### src/rtl/adder_pkg.sv
// Shared definitions for the registered ripple-carry adder family.
// Holds the default operand width, a container type for the full sum
// including its carry, and the signed-overflow helper.
package adder_pkg;

  localparam int DEFAULT_WIDTH = 4;

  // Full result of a default-width add: carry out in the top bit, sum below.
  typedef logic [DEFAULT_WIDTH:0] sum_t;

  // Two's-complement overflow: the carry entering the MSB disagrees with the
  // carry leaving it.
  function automatic logic calc_ovf(input logic carryIntoMsb,
                                    input logic carryOutOfMsb);
    return carryIntoMsb ^ carryOutOfMsb;
  endfunction

endpackage

### src/rtl/full_adder_1bit_bh.sv
// Behavioural single-bit full adder, the building block of the ripple chain.
module full_adder_1bit_bh (
  input  logic a,
  input  logic b,
  input  logic cin,
  output logic s,
  output logic cout
);

  // Sum is the parity of the three inputs; carry is their majority.
  always_comb begin
    s    = a ^ b ^ cin;
    cout = (a & b) | (a & cin) | (b & cin);
  end

endmodule

### src/rtl/full_adder_4bit_bh.sv
// Registered WIDTH-bit ripple-carry adder with carry in/out, valid
// qualification and registered signed-overflow and zero flags.
// The sum is built combinationally from the live operands and captured on
// the next rising clock, giving a fixed one-cycle latency at full throughput.
module full_adder_4bit_bh
  import adder_pkg::*;
#(
  parameter int WIDTH = DEFAULT_WIDTH
) (
  input  logic             clk,
  input  logic             rst_n,
  input  logic [WIDTH-1:0] a,
  input  logic [WIDTH-1:0] b,
  input  logic             cin,
  input  logic             in_valid,
  output logic [WIDTH-1:0] s,
  output logic             cout,
  output logic             out_valid,
  output logic             ovf,
  output logic             zero
);

  // w_carry[i] is the carry into bit i; w_carry[WIDTH] is the final carry out.
  logic [WIDTH:0]   w_carry;
  logic [WIDTH-1:0] w_sum;

  logic [WIDTH-1:0] r_s;
  logic             r_cout;
  logic             r_ovf;
  logic             r_zero;
  logic             r_out_valid;

  assign w_carry[0] = cin;

  // One full adder per bit, each feeding its carry to the next bit up.
  for (genvar g = 0; g < WIDTH; g++) begin : g_ripple
    full_adder_1bit_bh u_fa (
      .a    (a[g]),
      .b    (b[g]),
      .cin  (w_carry[g]),
      .s    (w_sum[g]),
      .cout (w_carry[g+1])
    );
  end

  // Capture result and flags on valid cycles; hold them otherwise. Reset
  // takes priority over a simultaneous valid so those operands are dropped.
  always_ff @(posedge clk) begin
    if (!rst_n) begin
      r_s         <= '0;
      r_cout      <= 1'b0;
      r_ovf       <= 1'b0;
      r_zero      <= 1'b0;
      r_out_valid <= 1'b0;
    end else begin
      r_out_valid <= in_valid;
      if (in_valid) begin
        r_s    <= w_sum;
        r_cout <= w_carry[WIDTH];
        r_ovf  <= calc_ovf(w_carry[WIDTH-1], w_carry[WIDTH]);
        r_zero <= (w_sum == '0);
      end
    end
  end

  assign s         = r_s;
  assign cout      = r_cout;
  assign ovf       = r_ovf;
  assign zero      = r_zero;
  assign out_valid = r_out_valid;

endmodule

### config.mk
export PLATFORM = sky130hd
export DESIGN_NAME = full_adder_4bit_bh
export DESIGN_NICKNAME = d
export VERILOG_FILES = /design/src/rtl/adder_pkg.sv /design/src/rtl/full_adder_1bit_bh.sv /design/src/rtl/full_adder_4bit_bh.sv
export SDC_FILE = /design/constraint.sdc
export NUM_CORES = 1
export LEC_CHECK = 0
export CORE_AREA = 2 2 39 41
export DETAILED_ROUTE_END_ITERATION = 10
export DIE_AREA = 0 0 41 43
export DONT_BUFFER_PORTS = 1
export PLACE_DENSITY = 0.42
export SETUP_SLACK_MARGIN = 0.15
export SYNTH_ARGS = -nofsm -noshare
export SYNTH_HDL_FRONTEND = slang
export SYNTH_SLANG_ARGS = --single-unit
### constraint.sdc
create_clock -name clk -period 5.54 [get_ports clk]
set_clock_uncertainty 0.1 [all_clocks]
set_input_delay 0.277 -clock clk [delete_from_list [all_inputs] [get_ports clk]]
set_output_delay 0.277 -clock clk [all_outputs]
set_load 0.05 [all_outputs]
---- Word level (Yosys, flattened, before mapping) ----
Index checks and enable logic that the tools add are counted.
W data, S select, Z words.
word-level totals
  register bits ........................... 8
  input port bits ......................... 12
  output and inout bits ................... 8
  logic and storage cells ................. 35
operators by class
  bitwise gates (word level) .............. 29
  reductions and logical operators ........ 1
operators with widths
  operator          number
  $and A1 B1 Y1     12
  $xor A1 B1 Y1     9
  $or A1 B1 Y1      8
  $logic_not A4 Y1  1

---- Longest topological paths before layout ----
Gate-level depths: netlist of run 1.
  depth in word-level cells ............... 13
  gate-level depth with buffers ........... 7
  depth with buffers taken out ............ 7

---- Modules after synthesis ----
Synthesis of run 1 repeated with hierarchy kept, for this count alone.
unflattened totals
  cells, all modules ...................... 30
  area, all modules ....................... 381.6 um2
modules (own cells, without submodules)
  module              instances  cells each  area an instance (um2)  sequential area each (um2)
  full_adder_4bit_bh  1          26          301.5                   160.2
  full_adder_1bit_bh  4          1           20.0                    0.0

---- Least setup slack after synthesis of run 1 ----
Ideal clock, no wire load.
  kind .................................... input to register
  start ................................... in a[0]
  end ..................................... reg r_zero (netlist: zero)
  setup time .............................. 0.069 ns
  arrival time ............................ 2.233 ns
  required time ........................... 5.371 ns
  setup slack ............................. 3.138 ns
  stages on the path ...................... 7
  buffers on the path ..................... 0
  path through ............................ fa_1 > fa_1 > fa_1 > inv_1 > fa_1 > or4b_1 > o21ai_1
between the ends
  cells in the longest elaborated chain, start to end .. 11
  elaborated cells on any way between the ends .. 18
  those cells by class .................... 17 x bitwise; 1 x reduce/logical
ends and longest elaborated chain
  item                        line                      text
  start: declaration          full_adder_4bit_bh.sv:12  input logic [WIDTH-1:0] a,
  $and A1 B1 Y1               full_adder_1bit_bh.sv:13  cout = (a & b) | (a & cin) | (b & cin);
  $or A1 B1 Y1 (2 in series)  full_adder_1bit_bh.sv:13
  $and A1 B1 Y1               full_adder_1bit_bh.sv:13
  $or A1 B1 Y1 (2 in series)  full_adder_1bit_bh.sv:13
  $and A1 B1 Y1               full_adder_1bit_bh.sv:13
  $or A1 B1 Y1 (2 in series)  full_adder_1bit_bh.sv:13
  $xor A1 B1 Y1               full_adder_1bit_bh.sv:12  s = a ^ b ^ cin;
  $logic_not A4 Y1 *          full_adder_4bit_bh.sv:61  r_zero <= (w_sum == '0);
  end signal: assignment      full_adder_4bit_bh.sv:61
  end: declaration            full_adder_4bit_bh.sv:30  logic r_zero;
Every way passes the cells marked *; elsewhere a longest branch is shown, timed or not.
A chain may end at the register's enable or synchronous reset.

---- Worst setup path after layout of run 1 ----
Ends and elaborated chain as after synthesis.

==> impl_metrics.csv, run 1 <==
group,metric,value,unit
timing,rsz0062_at_grt,"no",
synth,synth_cell_type_count,13,
job,maxCapViolCount,0,
cells_and_area,drive_gt1_share,8.33,%
clock_network,ctsHoldBuffers,0,
cells_and_area,layout.cells.non_filler,52,
critical_path,arrival,2350,ps
synth,ys.flop_type,"dfxtp_1",
timing,slew_violations,0,
drt,first_iter_violations,4,
clock_network,root_buffer,"clkbuf_4",
drt,wl_met1,317,um
drt,vias,238,
clock_network,clk_pin_slew,50,ps
timing,finalHoldViolCount,0,
placement,portBuffers,0,
synth,syn_area_per_cell,11.3,um^2
floorplanning,die_w,41,um
drt,firstDrtPassIters,3,
timing,max_freq,441,MHz
placement,dp.cells,49,
worst_hold_path,hold_path.class,"in -> reg",
synth,synth-simple-area-share,14.3,%
global_routing,antenna_found_initial,0,
synth,synth-xor-area-share,2.28,%
clock_network,clockBufferDepth,2,
timing,fin_ws,3270,ps
placement,gp_congestion,0.668,
clock_network,h-tree-depth,1,
power_and_ir_drop,ir_worst_vdd,0.000139,V
synth,synth_top_family_by_area,"adder cells",
global_routing,grt_max_degree,11,
drt,wl,710,um
clock_network,clock_latency,250,ps
critical_path,cp.required,5620,ps
power_and_ir_drop,p_leak,0.194,nW
drt,dr.max_layer_used,"met4",
floorplanning,io-pin-count,20,
timing,fin_crit_sh,40.9,%
critical_path,path_max_fanout,2,
floorplanning,die_area,1760,um^2
critical_path,critPathKind,"in -> reg",
drt,ant_nets,0,
drt,avgRoutedWirePerCell,13.7,um
global_routing,grt_use_total,9.28,%
outcome,status,"completed",
placement,pre_cts_slack,3000,ps
synth,post-synth-top-area-cell,"dfxtp_1",
timing,slew_headroom,66.0,%
synth,yosysSeqAreaShare,41.7,%
critical_path,cp-end-kind,"flop",
clock_network,numCtsBuffers,3,
cells_and_area,fin_nets,54,
global_routing,overflow,0,
clock_network,cts_tree,"yes",
drt,dr_wl_met3,63,um
synth,ys_seq_elements,8,
timing,period_needed,2270,ps
global_routing,grt_pass1_vias,246,
power_and_ir_drop,p_total,143,uW
clock_network,clock_sinks,8,
floorplanning,initial_core_util,27.8,%
synth,syn_area,384,um^2
synth,synth_cells,34,
synth,synth_edf_count,0,
drt,dr_wl_met2,319,um
drt,drc,0,
global_routing,grt_pass1_wl,972,um
synth,syn_nets,50,
timing,setup_viol,0,
synth,synth_area_leaders,"dfxtp_1, fa_1, mux2i_1",
placement,dp_hpwl,601,um
synth,synth.most_common_cell,"dfxtp_1",
synth,synth_compound_area_share,7.82,%
power_and_ir_drop,power.density,340,nW/um^2
critical_path,startpoint_type,"input pin",
clock_network,post-cts-setup-buffers,0,
synth,yosys-top-cells-count,"dfxtp_1, fa_1, inv_1",
synth,async_reset_ff_share,0,%
floorplanning,rows,14,
floorplanning,die_y,43,um
synth,muxShareOfSynthArea,7.82,%
floorplanning,coreArea,1380,um^2
synth,yosysWarnings,0,
cells_and_area,syn2layout_area_growth,9.77,%
synth,synth_fa_ha_area_share,20.8,%
cells_and_area,num_antenna_cells,0,
timing,tightestPinTransition,510,ps
drt,via_per_inst,4.58,
clock_network,cts_resized,0,
synth,netlist.area_leader.share,41.7,%
timing,setup_tns,0,ps
layout make-up:
type	instances	area, um^2
tap	16	20.0
fill	152	962
inverter	4	15.0
multi-input combinational	21	204
clock buffer	3	22.5
sequential	8	160
where the power goes:
| group | total (mW) | internal, mW | leakage [nW] | switching (mW) |
|---|---|---|---|---|
| sequential | 0.0827 | 0.0626 | 0.0661 | 0.0201 |
| clock | 0.0431 | 0.0247 | 0.0138 | 0.0184 |
| combinational | 0.0176 | 0.00969 | 0.114 | 0.00790 |
| total | 0.143 | 0.0970 | 0.194 | 0.0463 |
cells in the final DEF (no fill, tap or decap):
cell type,synthesis,final
xor2_1,1,1
o21ai_1,1,1
o211a_1,2,2
mux2i_1,3,3
dfxtp_1,8,8
nand2_1,3,3
nor2b_1,3,3
o21ai_0,1,1
fa_1,4,4
nand3b_1,2,2
inv_1,4,4
clkbuf_4,0,3
or4b_1,1,1
worst max-delay path, stage by stage:
cell and delay [ps]:
fa_1 430, fa_1 390, fa_1 410, inv_1 90, fa_1 180, or4b_1 450, o21ai_1 120
cell families (layout without fill, tap and decap cells):
family | count (synthesis) | count (layout)
xor gates and xnor gates | 1 | 1
DFF | 8 | 8
adders and majority gates | 4 | 4
and+or+nand+nor | 9 | 9
buffers and inverters | 5 | 7
muxes | 3 | 3
AOI/OAI and AO/OA | 4 | 4
state kept, by name, indices dropped and copies added (netlist names):
register   count
cout           1
out_valid      1
ovf            1
s              4
zero           1
per-stage QoR:
stage / cell area, um^2 / utilization [%] / hold slack [ps]
2_1_floorplan: 384 / - / 305
3_3_place_gp: 399 / 28.8 / 309
3_5_place_dp: 399 / 28.8 / 313
4_1_cts: 422 / 30.5 / 47.1
5_1_grt: 422 / 30.5 / 51.9
6_report: 422 / 30.5 / 56.1
metal layers:
layer  global-route usage (%)  vias to the layer above
met5                        0                        -
met3                     4.71                        2
met2                     11.6                       14
met4                     8.00                        0
met1                     11.1                      104
li1                         -                      118
path summary, 6_finish.rpt:
check | start | slack (ps) | cells after the start | end
max | a[0] | 3270 | 7 | zero
min | rst_n | 60 | 1 | s[0]
max reg2reg | s[2] | 4480 | 2 | s[2]
min reg2reg | zero | 620 | 2 | zero
(Power assumes the default switching activity.)
==> run 2, diff against run 1 <==
==> constraint.sdc (replaced) <==
create_clock -name clk -period 2.3 [get_ports clk]
set_clock_uncertainty 0.1 [all_clocks]
set_input_delay 0.115 -clock clk [delete_from_list [all_inputs] [get_ports clk]]
set_output_delay 0.115 -clock clk [all_outputs]
set_load 0.05 [all_outputs]
==> impl_metrics.csv, run 2 (same netlist as run 1, synthesis figures left out) <==
group,metric,value,unit
timing,period_needed,1960,ps
drt,ant_nets,0,
cells_and_area,seqCellArea,160,um^2
floorplanning,die_w,41,um
timing,rsz0062_at_grt,"no",
drt,vias,252,
timing,slew_headroom,65.2,%
critical_path,endpoint,"zero",
critical_path,path_max_fanout,2,
drt,via_per_inst,4.58,
global_routing,grt_pass1_vias,290,
global_routing,grt_max_degree,10,
timing,setup_viol,0,
cells_and_area,multi_input_area,211,um^2
cells_and_area,num_antenna_cells,0,
floorplanning,initial_core_util,27.8,%
floorplanning,coreArea,1380,um^2
clock_network,cts_tree,"yes",
critical_path,reg2regPathDepth,3,
critical_path,cp_cell_sequence,"fa_2 > fa_2 > fa_2 > inv_2 > fa_1 > or4b_1 > o21ai_1",
critical_path,r2r_setup_slack,710,ps
critical_path,cpMostUsedCell,"fa_2",
drt,firstDrtPassIters,2,
critical_path,arrival,2050,ps
timing,finalHoldViolCount,0,
global_routing,overflow,0,
power_and_ir_drop,ir_worst_vdd,0.000293,V
timing,fin_crit_sh,85.2,%
cells_and_area,drive_gt1_share,17.9,%
cells_and_area,final_common_cell,"dfxtp_1",
clock_network,h-tree-depth,1,
job,maxCapViolCount,0,
critical_path,cp.required,2390,ps
critical_path,worstReg2RegEnd,"s[1]",
floorplanning,io-pin-count,20,
global_routing,grt_use_total,10.1,%
cells_and_area,syn2layout_area_growth,19.5,%
worst_hold_path,hold_path.class,"in -> reg",
clock_network,post-cts-setup-buffers,0,
timing,fin_ws,341,ps
critical_path,r2r_start,"s[1]",
clock_network,root_buffer,"clkbuf_4",
timing,setup_tns,0,ps
clock_network,clockBufferDepth,2,
global_routing,antenna_found_initial,0,
cells_and_area,nFillCells,150,
timing,tightestPinTransition,522,ps
critical_path,crit_path_top_delay_cell,"or4b_1",
critical_path,cp-end-kind,"flop",
timing,slew_violations,0,
floorplanning,die_y,43,um
cells_and_area,largest_reg_flops,4,
clock_network,numCtsBuffers,3,
floorplanning,rows,14,
cells_and_area,fin_nets,57,
drt,avgRoutedWirePerCell,13.1,um
placement,portBuffers,0,
critical_path,critPathKind,"in -> reg",
drt,wl,722,um
critical_path,startpoint,"a[0]",
critical_path,startpoint_type,"input pin",
global_routing,grt_pass1_wl,1160,um
floorplanning,die_area,1760,um^2
power_and_ir_drop,p_leak,0.205,nW
placement,gp_congestion,0.611,
drt,drc,0,
clock_network,clock_latency,250,ps
placement,pre_cts_slack,76.4,ps
clock_network,clk_pin_slew,60,ps
outcome,status,"completed",
power_and_ir_drop,power.density,787,nW/um^2
drt,first_iter_violations,1,
clock_network,clock_sinks,8,
timing,max_freq,510,MHz
critical_path,max_stage_delay,440,ps
[run 2: cell types whose count changed in the layout (fill, tap and decap cells not counted), sizes merged]
cell         delta
dlygate4sd3     +3
[run 2: final cells by class]
class / instances / share of cell area [%]
Clock buffer: 3 / 4.90
Inverter: 4 / 3.27
Multi-Input combinational cell: 21 / 46.0
Sequential cell: 8 / 34.9
Tap cell: 16 / 4.36
Timing Repair Buffer: 3 / 6.54
[run 2: repair_timing]
item	in CTS	in global routing
gates resized for setup	0	0
hold endpoints to repair	8	0
hold buffers	3	0
setup endpoints to repair	0	0
[run 2: critical path, delay by kind of cell]
kind,cells,cell delay (ps)
fa+ha+maj,4,1310
simple gates,1,440
compound gates,1,120
buf+inv,1,60
[run 2: power by group]
part	internal (mW)	switching (mW)	leakage (nW)
combinational	0.0295	0.0240	0.125
clock	0.0598	0.0485	0.0138
sequential	0.151	0.0488	0.0661
total	0.240	0.121	0.205
[run 2: metal layers]
layer	vias up	part of all wire, %	global-route usage [%]
li1	123	-	-
met1	117	39	11.2
met2	12	48	14.4
met3	0	12	8.90
met4	0	0	2.00
met5	-	0	0
[run 2: worst min-delay path by stage]
stage                     start   end  slack (ps)  depth (start not counted)
after floorplan           rst_n  s[0]         140                          1
after global placement    rst_n  s[1]         150                          1
after detailed placement  rst_n  s[1]         160                          1
after CTS                  b[2]  zero         140                          3
after global routing       b[2]  s[2]         170                          3
final                      b[2]  s[2]         140                          3
[run 2: stage by stage]
step	cells	instance area [um^2]	total power, mW	utilization, %	hold WS [ps]
final	55	459	0.361	33.2	144
after global placement	49	407	0.248	29.4	146
after floorplan	34	392	0.241	-	143
after detailed placement	49	407	0.249	29.4	156
after global routing	55	459	0.383	33.2	170
after CTS	55	459	0.371	33.2	140
==> run 3, diff against run 2 <==
--- a/config.mk
+++ b/config.mk
@@ -5,9 +5,10 @@
 export SDC_FILE = /design/constraint.sdc
 export NUM_CORES = 1
 export LEC_CHECK = 0
-export CORE_AREA = 2 2 39 41
+export CORE_AREA = 3 3 40 42
+export CTS_BUF_LIST = sky130_fd_sc_hd__clkbuf_4
 export DETAILED_ROUTE_END_ITERATION = 10
-export DIE_AREA = 0 0 41 43
+export DIE_AREA = 0 0 43 45
 export DONT_BUFFER_PORTS = 1
 export PLACE_DENSITY = 0.42
 export SETUP_SLACK_MARGIN = 0.15
==> impl_metrics.csv, run 3 (same netlist as run 1, synthesis figures left out) <==
group,metric,value,unit
timing,period_needed,2050,ps
power_and_ir_drop,seqPwrFrac,55.3,%
timing,fin_crit_sh,89.3,%
critical_path,worst-path-buf-inv,1,
critical_path,crit_path_top_delay_cell,"fa_2",
cells_and_area,layout.cells.non_filler,54,
drt,via_per_inst,4.61,
clock_network,clock_latency,250,ps
drt,wl,768,um
drt,ant_nets,0,
floorplanning,io-pin-count,20,
power_and_ir_drop,ir_worst_vdd,0.000286,V
global_routing,grt_pass1_vias,281,
clock_network,clk_pin_slew,60,ps
floorplanning,coreArea,1280,um^2
floorplanning,rows,13,
clock_network,root_buffer,"clkbuf_4",
timing,setup_tns,0,ps
cells_and_area,final_common_cell,"dfxtp_1",
placement,dp.cells,48,
critical_path,cp.required,2400,ps
critical_path,cpMostUsedCell,"fa_2",
critical_path,startpoint_type,"input pin",
timing,holdWs,150,ps
critical_path,cp_top_family,"adder cells",
cells_and_area,fin_nets,57,
timing,max_freq,487,MHz
critical_path,arrival,2150,ps
drt,vias,249,
placement,pre_cts_slack,68.6,ps
cells_and_area,num_antenna_cells,0,
job,maxCapViolCount,0,
power_and_ir_drop,p_total,361,uW
outcome,status,"completed",
floorplanning,die_area,1940,um^2
clock_network,h-tree-depth,1,
power_and_ir_drop,swShare,33.5,%
timing,rsz0062_at_grt,"no",
timing,fin_ws,246,ps
placement,gp_congestion,0.652,
global_routing,grt_max_degree,10,
clock_network,numCtsBuffers,3,
cells_and_area,largest_reg_flops,4,
power_and_ir_drop,power.density,788,nW/um^2
global_routing,grt_use_total,9.63,%
critical_path,critPathKind,"in -> reg",
global_routing,overflow,0,
power_and_ir_drop,switchingPower,121,uW
floorplanning,initial_core_util,29.9,%
power_and_ir_drop,p_leak,0.205,nW
timing,finalHoldViolCount,0,
clock_network,cts_tree,"yes",
power_and_ir_drop,pwr-share-comb,14.9,%
timing,slew_headroom,65.0,%
placement,portBuffers,0,
drt,first_iter_violations,3,
drt,avgRoutedWirePerCell,14.2,um
drt,firstDrtPassIters,3,
power_and_ir_drop,p_int,240,uW
floorplanning,die_w,43,um
global_routing,antenna_found_initial,0,
drt,drc,0,
cells_and_area,drive_gt1_share,17.9,%
floorplanning,die_y,45,um
timing,tightestPinTransition,524,ps
critical_path,path_max_fanout,2,
global_routing,grt_pass1_wl,1260,um
clock_network,clockBufferDepth,2,
cells_and_area,syn2layout_area_growth,19.2,%
timing,slew_violations,0,
critical_path,cp-end-kind,"flop",
worst_hold_path,hold_path.class,"in -> reg",
clock_network,clock_sinks,8,
critical_path,max_stage_delay,550,ps
timing,setup_viol,0,
critical_path,cp_cell_sequence,"fa_2 > fa_2 > fa_2 > mux2i_1 > nor2b_1 > dlygate4sd3_1",
power_and_ir_drop,pwr-share-clk,29.8,%
==> run 3: cell counts in the layout (fill, tap and decap cells not counted) <==
Identical to the previous run, type by type.
==> run 3: final cells by class <==
class                   count  area, um^2
multi-input cells          21         211
fillers                   137         827
repair buffers              3        30.0
flip-flops and latches      8         160
inverters                   4        15.0
well taps                  15        18.8
clock buffers               3        22.5
==> run 3: power by group through the flow <==
stage	Clock [mW]	Sequential, mW	Combinational, mW
floorplan	0	0.200	0.0401
global placement	0	0.203	0.0450
detailed placement	0	0.203	0.0463
CTS	0.115	0.200	0.0551
global route	0.125	0.202	0.0626
finish	0.107	0.200	0.0538
==> run 3: tightest hold or removal path: cells and delay by family <==
family / cells / cell delay (ps)
adders and majority gates: 1 / 180
muxes: 1 / 70
and+or+nand+nor: 1 / 90
==> run 3: metal layers <==
layer  global-route usage, %  routed length (um)  up-vias
met5                       0                   0        -
met4                    7.23                   0        0
met3                    7.97                 102        0
met2                    13.8                 322       13
met1                    9.07                 343      113
li1                        -                   -      123
==> run 3: per-stage QoR <==
stage | util (%) | cell area, um^2
finish | 35.6 | 458
detailed placement | 31.5 | 405
global route | 35.6 | 458
CTS | 35.6 | 458
global placement | 31.5 | 405
floorplan | - | 392
==> run 3: repair_timing <==
| action | CTS | global route |
|---|---|---|
| resized for setup | 0 | 0 |
| endpoints found under the hold margin | 8 | 0 |
| hold buffers | 3 | 0 |
| setup endpoints to repair | 0 | 0 |
| setup buffers | 0 | 0 |
==> run 3: final timing paths <==
| kind | startpoint | slack [ps] | endpoint | cells after the start |
|---|---|---|---|---|
| max | a[0] | 250 | s[2] | 6 |
| min reg2reg | zero | 640 | zero | 2 |
| max reg2reg | s[2] | 700 | s[2] | 3 |
| min | b[1] | 150 | s[1] | 3 |
